File: config.mk
export PLATFORM = sky130hd
export DESIGN_NAME = scan_access_port_flat
export DESIGN_NICKNAME = d
export VERILOG_FILES = /design/src/rtl/scan_pkg.sv /design/src/rtl/scan_access_port_if.sv /design/src/rtl/scan_shift_reg.sv /design/src/rtl/scan_access_port.sv /design/src/flat_wrapper.sv
export SDC_FILE = /design/constraint.sdc
export NUM_CORES = 1
export LEC_CHECK = 0
export BUFFER_PORTS_ARGS = -buffer_cell sky130_fd_sc_hd__buf_2
export CORE_UTILIZATION = 55
export DETAILED_ROUTE_END_ITERATION = 8
export PLACE_DENSITY = 0.88
export SYNTH_ARGS = -nofsm -noshare
export SYNTH_HDL_FRONTEND = slang
export SYNTH_SLANG_ARGS = --single-unit
File: constraint.sdc
create_clock -name clk -period 4.4 [get_ports clk]
set_input_delay 0.66 -clock clk [delete_from_list [all_inputs] [get_ports clk]]
set_output_delay 0.66 -clock clk [all_outputs]
set_load 0.05 [all_outputs]
File: src/rtl/scan_pkg.sv
// Shared definitions for the scan access port slice.
//   scan_state_t    : FSM state encoding used by the scan engine
//   CHAIN_W_DEFAULT : default scan chain length (AES state width)
//   LOCK_CLEAR      : value loaded into the chain when scan permission is revoked
package scan_pkg;

  typedef enum logic [2:0] {
    IDLE      = 3'd0,
    SHIFT_IN  = 3'd1,
    APPLY     = 3'd2,
    CAPTURE   = 3'd3,
    SHIFT_OUT = 3'd4
  } scan_state_t;

  localparam int CHAIN_W_DEFAULT = 128;

  localparam logic [CHAIN_W_DEFAULT-1:0] LOCK_CLEAR = {CHAIN_W_DEFAULT{1'b0}};

endpackage

File: src/rtl/scan_access_port_if.sv
// Serial scan handshake bundle between the tester and the scan access port.
//   si / si_valid / si_ready : serial data into the port (tester -> port)
//   so / so_valid / so_ready : serial data out of the port (port -> tester)
// master = tester side, slave = scan access port side.
interface scan_access_port_if;

  logic si;
  logic si_valid;
  logic si_ready;
  logic so;
  logic so_valid;
  logic so_ready;

  modport master (
    output si, si_valid, so_ready,
    input  si_ready, so, so_valid
  );

  modport slave (
    input  si, si_valid, so_ready,
    output si_ready, so, so_valid
  );

endinterface

File: src/rtl/scan_shift_reg.sv
// CHAIN_W-bit scan chain register.
//   clk, reset_n : clock, synchronous active-low reset
//   clear        : synchronous wipe to LOCK_CLEAR (highest functional priority)
//   load, load_d : parallel load
//   shift, shift_bit : shift left by one, shift_bit enters at the LSB
//   q            : register contents
//   serial_out   : MSB, the next bit to leave the chain
module scan_shift_reg
  import scan_pkg::*;
#(
  parameter int CHAIN_W = CHAIN_W_DEFAULT
) (
  input  logic               clk,
  input  logic               reset_n,
  input  logic               clear,
  input  logic               load,
  input  logic [CHAIN_W-1:0] load_d,
  input  logic               shift,
  input  logic               shift_bit,
  output logic [CHAIN_W-1:0] q,
  output logic               serial_out
);

  logic [CHAIN_W-1:0] q_r;

  // Chain storage: clear beats load beats shift.
  always_ff @(posedge clk) begin
    if (!reset_n) begin
      q_r <= CHAIN_W'(LOCK_CLEAR);
    end else if (clear) begin
      q_r <= CHAIN_W'(LOCK_CLEAR);
    end else if (load) begin
      q_r <= load_d;
    end else if (shift) begin
      q_r <= {q_r[CHAIN_W-2:0], shift_bit};
    end else begin
      q_r <= q_r;
    end
  end

  assign q          = q_r;
  assign serial_out = q_r[CHAIN_W-1];

endmodule

File: src/rtl/scan_access_port.sv
// Tester-side scan engine: shifts a test vector into the AES state register,
// applies it, captures the register and shifts the capture back out. Any loss
// of scan permission kills the operation and wipes the chain immediately.
//   clk, reset_n          : clock, synchronous active-low reset
//   scan_mode, enable_scan_in, enable_scan_out : permissions from the test controller
//   start                 : single-cycle request to begin an operation
//   sif (slave)           : serial si/so handshake to the tester
//   chain_q, chain_load   : vector and load strobe towards the AES state register
//   capture_d             : AES state register contents to capture
//   busy                  : operation in progress
//   done                  : one-cycle pulse after the last bit left normally
//   abort                 : one-cycle pulse after an operation was killed by lock
module scan_access_port
  import scan_pkg::*;
#(
  parameter int CHAIN_W = CHAIN_W_DEFAULT,
  parameter int CNT_W   = 7
) (
  input  logic                clk,
  input  logic                reset_n,
  input  logic                scan_mode,
  input  logic                enable_scan_in,
  input  logic                enable_scan_out,
  input  logic                start,
  scan_access_port_if.slave   sif,
  output logic [CHAIN_W-1:0]  chain_q,
  output logic                chain_load,
  input  logic [CHAIN_W-1:0]  capture_d,
  output logic                busy,
  output logic                done,
  output logic                abort
);

  scan_state_t        state_r;
  scan_state_t        state_nxt_s;
  logic [CNT_W-1:0]   cnt_r;
  logic               done_r;
  logic               abort_r;

  logic               lock_s;
  logic               last_cnt_s;
  logic               sr_clear_s;
  logic               sr_load_s;
  logic               sr_shift_s;
  logic               sr_bit_s;
  logic [CHAIN_W-1:0] sr_q_s;
  logic               sr_msb_s;
  logic               cnt_clear_s;
  logic               cnt_inc_s;
  logic               done_set_s;
  logic               abort_set_s;
  logic               si_ready_s;
  logic               so_valid_s;
  logic               chain_load_s;
  logic [CHAIN_W-1:0] chain_q_s;

  assign lock_s     = ~scan_mode | ~enable_scan_in | ~enable_scan_out;
  assign last_cnt_s = (cnt_r == CNT_W'(CHAIN_W - 1));

  scan_shift_reg #(
    .CHAIN_W (CHAIN_W)
  ) u_shift_reg (
    .clk        (clk),
    .reset_n    (reset_n),
    .clear      (sr_clear_s),
    .load       (sr_load_s),
    .load_d     (capture_d),
    .shift      (sr_shift_s),
    .shift_bit  (sr_bit_s),
    .q          (sr_q_s),
    .serial_out (sr_msb_s)
  );

  // Next-state and datapath controls; lock overrides every other transition.
  always_comb begin
    state_nxt_s  = state_r;
    sr_clear_s   = 1'b0;
    sr_load_s    = 1'b0;
    sr_shift_s   = 1'b0;
    sr_bit_s     = 1'b0;
    cnt_clear_s  = 1'b0;
    cnt_inc_s    = 1'b0;
    done_set_s   = 1'b0;
    abort_set_s  = 1'b0;
    si_ready_s   = 1'b0;
    so_valid_s   = 1'b0;
    chain_load_s = 1'b0;
    chain_q_s    = {CHAIN_W{1'b0}};

    if ((state_r != IDLE) && lock_s) begin
      state_nxt_s = IDLE;
      sr_clear_s  = 1'b1;
      cnt_clear_s = 1'b1;
      abort_set_s = 1'b1;
    end else begin
      case (state_r)
        IDLE: begin
          if (start && !lock_s) begin
            state_nxt_s = SHIFT_IN;
            cnt_clear_s = 1'b1;
          end else begin
            state_nxt_s = IDLE;
          end
        end
        SHIFT_IN: begin
          si_ready_s = 1'b1;
          sr_bit_s   = sif.si;
          if (sif.si_valid) begin
            sr_shift_s = 1'b1;
            if (last_cnt_s) begin
              state_nxt_s = APPLY;
              cnt_clear_s = 1'b1;
            end else begin
              cnt_inc_s = 1'b1;
            end
          end else begin
            state_nxt_s = SHIFT_IN;
          end
        end
        APPLY: begin
          chain_load_s = 1'b1;
          chain_q_s    = sr_q_s;
          state_nxt_s  = CAPTURE;
        end
        CAPTURE: begin
          chain_q_s   = sr_q_s;
          sr_load_s   = 1'b1;
          state_nxt_s = SHIFT_OUT;
        end
        SHIFT_OUT: begin
          so_valid_s = 1'b1;
          if (sif.so_ready) begin
            // Zeros fill from the LSB, so the chain is empty after the last bit.
            sr_shift_s = 1'b1;
            if (last_cnt_s) begin
              state_nxt_s = IDLE;
              cnt_clear_s = 1'b1;
              done_set_s  = 1'b1;
            end else begin
              cnt_inc_s = 1'b1;
            end
          end else begin
            state_nxt_s = SHIFT_OUT;
          end
        end
        default: begin
          state_nxt_s = IDLE;
          sr_clear_s  = 1'b1;
          cnt_clear_s = 1'b1;
        end
      endcase
    end
  end

  // FSM state register.
  always_ff @(posedge clk) begin
    if (!reset_n) begin
      state_r <= IDLE;
    end else begin
      state_r <= state_nxt_s;
    end
  end

  // Bit counter shared by shift-in and shift-out.
  always_ff @(posedge clk) begin
    if (!reset_n) begin
      cnt_r <= {CNT_W{1'b0}};
    end else if (cnt_clear_s) begin
      cnt_r <= {CNT_W{1'b0}};
    end else if (cnt_inc_s) begin
      cnt_r <= cnt_r + {{(CNT_W-1){1'b0}}, 1'b1};
    end else begin
      cnt_r <= cnt_r;
    end
  end

  // Completion / abort pulses, one cycle after the deciding event.
  always_ff @(posedge clk) begin
    if (!reset_n) begin
      done_r  <= 1'b0;
      abort_r <= 1'b0;
    end else begin
      done_r  <= done_set_s;
      abort_r <= abort_set_s;
    end
  end

  assign sif.si_ready = si_ready_s;
  assign sif.so_valid = so_valid_s;
  assign sif.so       = so_valid_s & sr_msb_s;
  assign chain_q      = chain_q_s;
  assign chain_load   = chain_load_s;
  assign busy         = (state_r != IDLE);
  assign done         = done_r;
  assign abort        = abort_r;

endmodule

File: src/flat_wrapper.sv
// flat-port wrapper written by rule: the top's interface ports become plain ports
module scan_access_port_flat import scan_pkg::*;
#(
  parameter int CHAIN_W = CHAIN_W_DEFAULT,
  parameter int CNT_W   = 7
)
  (clk, reset_n, scan_mode, enable_scan_in, enable_scan_out, start, chain_q, chain_load, capture_d, busy, done, abort, sif_si, sif_si_valid, sif_so_ready, sif_si_ready, sif_so, sif_so_valid);
  scan_access_port_if sif_i ();
  input  logic clk;
  input  logic reset_n;
  input  logic scan_mode;
  input  logic enable_scan_in;
  input  logic enable_scan_out;
  input  logic start;
  output logic [CHAIN_W-1:0] chain_q;
  output logic chain_load;
  input  logic [CHAIN_W-1:0] capture_d;
  output logic busy;
  output logic done;
  output logic abort;
  input wire logic [$bits(sif_i.si)-1:0] sif_si;
  input wire logic [$bits(sif_i.si_valid)-1:0] sif_si_valid;
  input wire logic [$bits(sif_i.so_ready)-1:0] sif_so_ready;
  output wire logic [$bits(sif_i.si_ready)-1:0] sif_si_ready;
  output wire logic [$bits(sif_i.so)-1:0] sif_so;
  output wire logic [$bits(sif_i.so_valid)-1:0] sif_so_valid;
  assign sif_i.si = sif_si;
  assign sif_i.si_valid = sif_si_valid;
  assign sif_i.so_ready = sif_so_ready;
  assign sif_si_ready = sif_i.si_ready;
  assign sif_so = sif_i.so;
  assign sif_so_valid = sif_i.so_valid;
  scan_access_port #(.CHAIN_W(CHAIN_W), .CNT_W(CNT_W)) u_core (.clk(clk), .reset_n(reset_n), .scan_mode(scan_mode), .enable_scan_in(enable_scan_in), .enable_scan_out(enable_scan_out), .start(start), .sif(sif_i), .chain_q(chain_q), .chain_load(chain_load), .capture_d(capture_d), .busy(busy), .done(done), .abort(abort));
endmodule
# --- After elaboration in Yosys (flattened, before gate mapping) ---
# Cells that the tools add are included.
# W data, S select, Z words.
totals:
  regBits: 140
  output_inout_bits: 135
  word_cells: 72
  in_bits: 137
classes:
  mux: 38
  bitwise: 8
  n_addsub: 1
  n_reduce_logical: 13
  eq_ne: 7
ops:
  columns: ["op", "count"]
  rows:
  - ["$mux W128", 4]
  - ["$mux W1", 26]
  - ["$pmux W3 S5", 1]
  - ["$mux W3", 4]
  - ["$reduce_or A2 Y1", 4]
  - ["$add A7 B1 Y7 const B", 1]
  - ["$eq A7 B7 Y1 const B", 1]
  - ["$eq A3 B2 Y1 const B", 2]
  - ["$ne A3 B2 Y1 const B", 2]
  - ["$not A1 Y1", 5]
  - ["$reduce_or A5 Y1", 1]
  - ["$pmux W1 S2", 2]
  - ["$pmux W1 S4", 1]
  - ["$eq A3 B1 Y1 const B", 1]
  - ["$eq A3 B3 Y1 const B", 1]
  - ["$logic_not A3 Y1", 1]
  - ["$reduce_bool A3 Y1", 1]
  - ["$reduce_or A3 Y1", 1]
  - ["$logic_and A1 B1 Y1", 2]
  - ["$or A1 B1 Y1", 2]
  - ["$reduce_and A2 Y1", 1]
  - ["$reduce_bool A2 Y1", 1]
  - ["$and A1 B1 Y1", 1]
  - ["$logic_not A1 Y1", 1]

# --- Longest topological paths before layout ---
# Gate-level depths: netlist of run 1.
logic_depth:
  word_depth: 9
  depth_mapped: 8
  depth_no_buf: 5

# --- By module ---
# Synthesis of run 1 repeated with hierarchy kept, for this count alone.
unflattened:
  cells_unflattened: 814
  hier_area_um2: 8326.7
by_module_without_submodules:
  columns: ["mod", "cells_per_inst", "area_each_um2", "instances", "seq_area_each_um2"]
  rows:
  - ["scan_shift_reg", 571, 6685.2, 1, 2562.5]
  - ["scan_access_port", 243, 1641.6, 1, 240.2]

# --- Worst setup path before layout of run 1 ---
# No wires, ideal clock.
synth_timing:
  path_type: "input to output"
  start: "input port enable_scan_out"
  end: "output port sif_si_ready"
  t_required_ps: 3740
  path_buffers: 0
  cell_stages: 2
  slack_ps: 1189
  arrival_ps: 2551
  path_cell_list: "nand3_1 nor4b_1"
synth_between:
  elab_chain_cells: 4
synth_lines:
  columns: ["item", "line_no", "rtl"]
  rows:
  - ["from (decl)", "flat_wrapper.sv:13", "input logic enable_scan_out;"]
  - ["$not A1 Y1", "scan_access_port.sv:57", "assign lock_s = ~scan_mode | ~enable_scan_in | ~enable_scan_out;"]
  - ["$or A1 B1 Y1", "scan_access_port.sv:57", null]
  - ["$logic_and A1 B1 Y1", "scan_access_port.sv:90", "if ((state_r != IDLE) && lock_s) begin"]
  - ["$mux W1", "scan_access_port.sv:90", null]
  - ["to (decl)", "flat_wrapper.sv:24", "output wire logic [$bits(sif_i.si_ready)-1:0] sif_si_ready;"]
# Every way passes these cells.

# --- Final worst setup path of run 1 ---
layout_timing:
  start: "input port enable_scan_out"
  end: "output port chain_q[23]"
layout_between:
  elab_chain_cells: 4
layout_lines:
  columns: ["item", "line_no", "rtl"]
  rows:
  - ["$not A1 Y1", "scan_access_port.sv:57", null]
  - ["$or A1 B1 Y1", "scan_access_port.sv:57", null]
  - ["$logic_and A1 B1 Y1", "scan_access_port.sv:90", null]
  - ["$mux W128", "scan_access_port.sv:90", null]
  - ["to (decl)", "flat_wrapper.sv:15", "output logic [CHAIN_W-1:0] chain_q;"]
# Every way passes these cells.

==> results.cfg, run 1 <==
[floorplan]
fp.dieH_um = 121.3
die_w_um = 121.3
row_count = 43
core_area_um2 = 13880
io_pins = 272
die_area_um2 = 14700
start_util = 0.5635

[route]
firstDrtPassIters = 7
antenna_left = 0
viasPerCell = 5.770
drc = 0
first_iter_violations = 625
totalWireLength_mm = 20.49
vias = 7091
detail_route.wl_per_cell_um = 16.67

[grt]
grt_max_degree = 96
track_usage = 0.2723
grt_pass1_wl_mm = 31.27
overflow = 0
antenna_found_initial = 0
grt_pass1_vias = 6210

[yosys]
ys_seq_area_frac = 0.3583
synth_edf_count = 0
avgSynthCellArea_um2 = 9.515
synth_area_leaders = dfxtp_1 (36%), mux2i_1 (15%), a221oi_2 (12%)
synth_cell_type_count = 43
ys_ff_latch = 140
synth_flop_cell = dfxtp_1
syn_inst = 822
syn_area_um2 = 7821
ys_warn_count = 0
async_reset_ff_frac = 0
synthesis.nets = 960
synth_top_area_frac = 0.3583
synth_top_area_cell = dfxtp_1

[cts]
root_buffer = clkbuf_16
clk_pin_slew_ps = 60
cts_made_buffers = 17
htree_levels = 4
cts_setup_buffers = 0
ctsResizeCount = 0
cts_buffer_depth = 2
clk_latency_ps = 420
postCtsHoldBufs = 0
cts_tree = built
cts.sinks = 140

[setup_path]
r2r-start = u_core.state_r[0]
r2r_slack_ps = 1640
critPathRequiredTime_ps = 3740
crit_type = in -> out
rr_endpoint = u_core.u_shift_reg.q[123]
endpoint = chain_q[23]
crit_path_max_fanout = 95
start_kind = primary input
crit_path_start = enable_scan_out
r2r_cells = 5
critPathArrivalTime_ps = 2500
end_kind = primary output

[final_layout]
synthToLayoutAreaGrowth_pct = 24.12
antenna_cells = 0
final_util = 0.6994
n_fill_cell = 1063
stdcell_area_um2 = 9708
fin_cells = 1229
drive_gt1_frac = 0.3670
final_nets = 1174

[run]
drv_cap = 0

[power]
vdd.ir_drop.worst_v = 0.0003209
total_power_uw = 2951
power.leakage_uw = 0.003701
power.density_nw_per_um2 = 304.0

[timing]
worst_pin_slew_ps = 900.6
drv_slew = 0
fmax_ghz = 0.3164
skew_ps = 4.720
layout_min_cycle_time_ps = 3160
setup-tns-final_ps = 0
rsz0062_at_grt = false
maxSlewHeadroom = 0.3967
period_share = 0.7182
hold_viol = 0
finalSetupViolations = 0

[placement]
port_buffers = 271
dp.cells = 1197
placed_area_um2 = 9059
dpl.hpwl_mm = 13.44
routabilityCongestion = 0.8052

[run_status]
status = finished clean

[min_path]
hp-class = reg -> reg
## cells in the mapped netlist, types with 2 or more instances
library cell / n
a211oi_1: 20
a21o_1: 2
a21oi_1: 15
a221oi_1: 54
a221oi_2: 60
a32o_1: 2
and2_1: 130
and3_1: 5
buf_2: 21
buf_4: 9
buf_6: 7
buf_8: 6
clkbuf_1: 46
dfxtp_1: 140
inv_1: 4
mux2i_1: 114
nand2_1: 17
nand3_1: 6
nor2_1: 131
nor3_1: 2
o21ai_0: 2
o31ai_1: 5
or3_1: 2
or4_1: 3
## state kept, by name (all words and copies together) (netlist names)
name	cells
u_core.u_shift_reg.q	128
u_core.cnt_r	7
u_core.state_r	3
u_core.abort	1
u_core.done	1
## critical path, cell delays in order
cell and delay (ps):
buf_2 80, nand3_1 310, nor3b_2 310, buf_4 580, and2_1 240, buf_2 280
## layout by cell type, fill, tap and decap left out, types with 2 or more instances in the layout
cell        instances
clkinv_2            4
nor2_1            131
buf_2             271
a221oi_2           60
a21oi_1            14
or4_1               3
o21ai_0             2
a32o_1              2
nand2_1            16
bufinv_16           5
clkbuf_16          17
mux2i_1           114
a221oi_1           54
and2_4              2
and2_1            129
clkbuf_8            2
and3_1              5
buf_12              3
clkinvlp_4          3
inv_1               4
o31ai_1             5
or3_1               2
buf_4              10
a211oi_1           20
nand3_1             6
dfxtp_1           140
nor3_1              2
## worst min path at each step
stage                               from                         to  slack [ps]  depth (start not counted)
2_1_floorplan  u_core.u_shift_reg.q[127]  u_core.u_shift_reg.q[127]         440                          2
3_3_place_gp    u_core.u_shift_reg.q[89]   u_core.u_shift_reg.q[89]         460                          2
3_5_place_dp   u_core.u_shift_reg.q[105]  u_core.u_shift_reg.q[105]         470                          2
4_1_cts        u_core.u_shift_reg.q[105]  u_core.u_shift_reg.q[105]         470                          2
5_1_grt        u_core.u_shift_reg.q[105]  u_core.u_shift_reg.q[105]         500                          2
6_report       u_core.u_shift_reg.q[105]  u_core.u_shift_reg.q[105]         470                          2
## final cells by class
class                   instances  area (µm²)  share of cell area
clock buffers                  20       456.7             0.04704
clock inverters                12       192.7             0.01985
inverters                       4       15.01            0.001547
multi-input cells             589        4524              0.4660
flip-flops and latches        140        2803              0.2887
well taps                     180       225.2             0.02320
repair buffers                284        1491              0.1536
## power by group
| group | internal [µW] | switching [µW] | total [µW] |
|---|---|---|---|
| logic | 54.1 | 63.1 | 117 |
| registers | 1270 | 2.57 | 1270 |
| clock network | 1030 | 530 | 1560 |
| total | 2360 | 596 | 2950 |
## per-stage QoR
step / hold WS (ps) / setup WS (ps)
6_report: 473.7 / 1240
5_1_grt: 499.8 / 1070
4_1_cts: 473.8 / 1211
3_5_place_dp: 466.2 / 1232
3_3_place_gp: 459.0 / 1258
2_1_floorplan: 440.7 / 1189
## routing by layer
layer / vias to the layer above / share of wire / GRT usage
met5: - / 0 / 0
met4: 0 / 0.016 / 0.08102
met3: 36 / 0.063 / 0.06579
met2: 284 / 0.50 / 0.4611
met1: 3348 / 0.42 / 0.3409
li1: 3423 / - / -
## logic make-up after synthesis
family / share of synthesized area
DFF: 0.3583
muxes: 0.1459
AOI/OAI and AO/OA: 0.2222
buffers and inverters: 0.06767
and+or+nand+nor: 0.2043
adders and majority gates: 0.001599
Power figures use the tool's default switching activity.
==> run 2, diff against run 1 <==
ABC_AREA = 1   (was not set)
CORE_UTILIZATION = 46   (was 55)
PLACE_DENSITY = 0.78   (was 0.88)
clock period = 2.6 ns   (was 4.4 ns; I/O delays follow)
==> results.cfg, run 2 <==
[yosys]
syn_inst = 1318
synth_commonest_cells = nand2_1 (498), nand3_1 (141), dfxtp_1 (140)
synthesis.nets = 1456
ys_seq_area_frac = 0.3511
ys_warn_count = 0
synth_cell_type_count = 22
synth_top_area_cell = dfxtp_1
avgSynthCellArea_um2 = 6.057
ys_ff_latch = 140
synth_area_leaders = dfxtp_1 (35%), nand2_1 (23%), nand3_1 (8.8%)
yosysMostFrequentCell = nand2_1
async_reset_ff_frac = 0
synth_top_area_frac = 0.3511
syn_area_um2 = 7983
synth_edf_count = 0
synth_flop_cell = dfxtp_1

[cts]
cts_setup_buffers = 0
ctsResizeCount = 0
postCtsHoldBufs = 0
cts_tree = built
root_buffer = clkbuf_16
clk_latency_ps = 420
htree_levels = 4
cts_buffer_depth = 2
cts.sinks = 140
cts_made_buffers = 17
clk_pin_slew_ps = 60

[setup_path]
cpPeakStageDelay_ps = 420
r2r-start = u_core.state_r[0]
crit_path_max_fanout = 27
crit_family = buffers and inverters
rr_endpoint = u_core.u_shift_reg.q[29]
worstPathCellList = inv_1 -> nand2_1 -> nand2_1 -> inv_6 -> buf_4 -> nor2_1 -> buf_2
path_buf_inv = 4
start_kind = register
cp_slowest_cell = dfxtp_1
end_kind = primary output
r2r_slack_ps = 510
crit_top_cell = nand2_1
critPathArrivalTime_ps = 2150
r2r_cells = 9
critPathRequiredTime_ps = 2210
crit_type = reg -> out

[final_layout]
drive_gt1_frac = 0.2240
n_fill_cell = 1673
antenna_cells = 0
most-common-layout-cells = nand2_1 (498), buf_2 (234), nand3_1 (140), dfxtp_1 (140), a21oi_1 (136)
final_util = 0.6017
final_nets = 1653
largest_register_ffs = 128
synthToLayoutAreaGrowth_pct = 26.33
final_common_cell = nand2_1

[route]
totalWireLength_mm = 23.80
antenna_left = 0
vias = 9199
first_iter_violations = 808
firstDrtPassIters = 6
drc = 0
detail_route.wl_per_cell_um = 13.62
viasPerCell = 5.266

[grt]
antenna_found_initial = 0
track_usage = 0.2572
grt_max_degree = 159
overflow = 0
grt_pass1_wl_mm = 37.41
grt_pass1_vias = 7792

[run_status]
status = finished clean

[power]
power.leakage_uw = 0.004310
total_power_uw = 5335
vdd.ir_drop.worst_v = 0.0004561
power.density_nw_per_um2 = 529.0

[run]
drv_cap = 0

[timing]
layout_min_cycle_time_ps = 2536
drv_slew = 0
fmax_ghz = 0.3944
period_share = 0.9752
worst_pin_slew_ps = 882.4
hold_viol = 0
skew_ps = 7.912
maxSlewHeadroom = 0.4118
finalSetupViolations = 0
rsz0062_at_grt = true

[placement]
routabilityCongestion = 0.8668
port_buffers = 271
dpl.hpwl_mm = 15.04

[floorplan]
start_util = 0.4763
die_area_um2 = 17890
io_pins = 272
row_count = 47
fp.dieH_um = 133.7
die_w_um = 133.7
core_area_um2 = 16760

[min_path]
hp-class = in -> reg
hold_path_startpoint = reset_n
hold_end = u_core.abort
whs_path_depth = 3
==> run 2: metal layers <==
layer,part of all wire,global-route usage,up-vias
met2,0.48,0.4148,368
li1,-,-,4618
met4,0.027,0.1048,0
met5,0,0,-
met1,0.44,0.3368,4164
met3,0.057,0.04795,49
==> run 2: area by class of cell <==
class                   count  area, µm²  area share
multi-input cells         995       4360      0.4324
flip-flops and latches    140       2803      0.2779
repair buffers            291       1710      0.1696
clock buffers              20      446.7     0.04429
well taps                 220      275.3     0.02730
inverters                  70      272.8     0.02705
clock inverters            11      216.5     0.02146
==> run 2: per-stage QoR <==
| stage | hold WS, ps | instance area [µm²] | setup TNS (ps) | setup WS, ps | instances |
|---|---|---|---|---|---|
| after global placement | 450.6 | 9310 | 0 | 513.9 | 1716 |
| after global routing | 239.9 | 10080 | -1161 | -52.17 | 1747 |
| after floorplan | 436.2 | 8023 | -17280 | -360.2 | 1318 |
| final | 239.6 | 10080 | 0 | 64.43 | 1747 |
| after detailed placement | 452.4 | 9310 | 0 | 469.8 | 1716 |
| after CTS | 220.5 | 9973 | 0 | 0.2349 | 1747 |
==> run 2: kinds of logic after synthesis <==
family / count (synthesis) / share of synthesized area
simple gates: 797 / 0.4111
compound gates: 196 / 0.1234
buf+inv: 183 / 0.1118
flops: 140 / 0.3511
xor+xnor: 1 / 0.001097
fa+ha+maj: 1 / 0.001567
==> run 2: power breakdown <==
part / switching, µW / internal (µW) / total [µW]
combinational: 307 / 136 / 443
clock: 921 / 1820 / 2740
sequential: 4.13 / 2150 / 2150
total: 1230 / 4100 / 5340
==> run 2: worst max-delay path by stage <==
stage / start / end / slack (ps) / cells after the start
2_1_floorplan: u_core.state_r[0] / chain_q[110] / -360 / 7
3_3_place_gp: u_core.state_r[1] / chain_q[9] / 510 / 8
3_5_place_dp: scan_mode / chain_q[110] / 470 / 7
4_1_cts: u_core.state_r[2] / chain_q[101] / 0.2 / 7
5_1_grt: u_core.state_r[0] / chain_q[96] / -50 / 7
6_report: u_core.state_r[2] / chain_q[2] / 60 / 7
==> run 2: tightest hold or removal path, delay by kind of cell <==
kind          cells  cell delay (ps)
buf+inv           2              190
simple gates      1               40
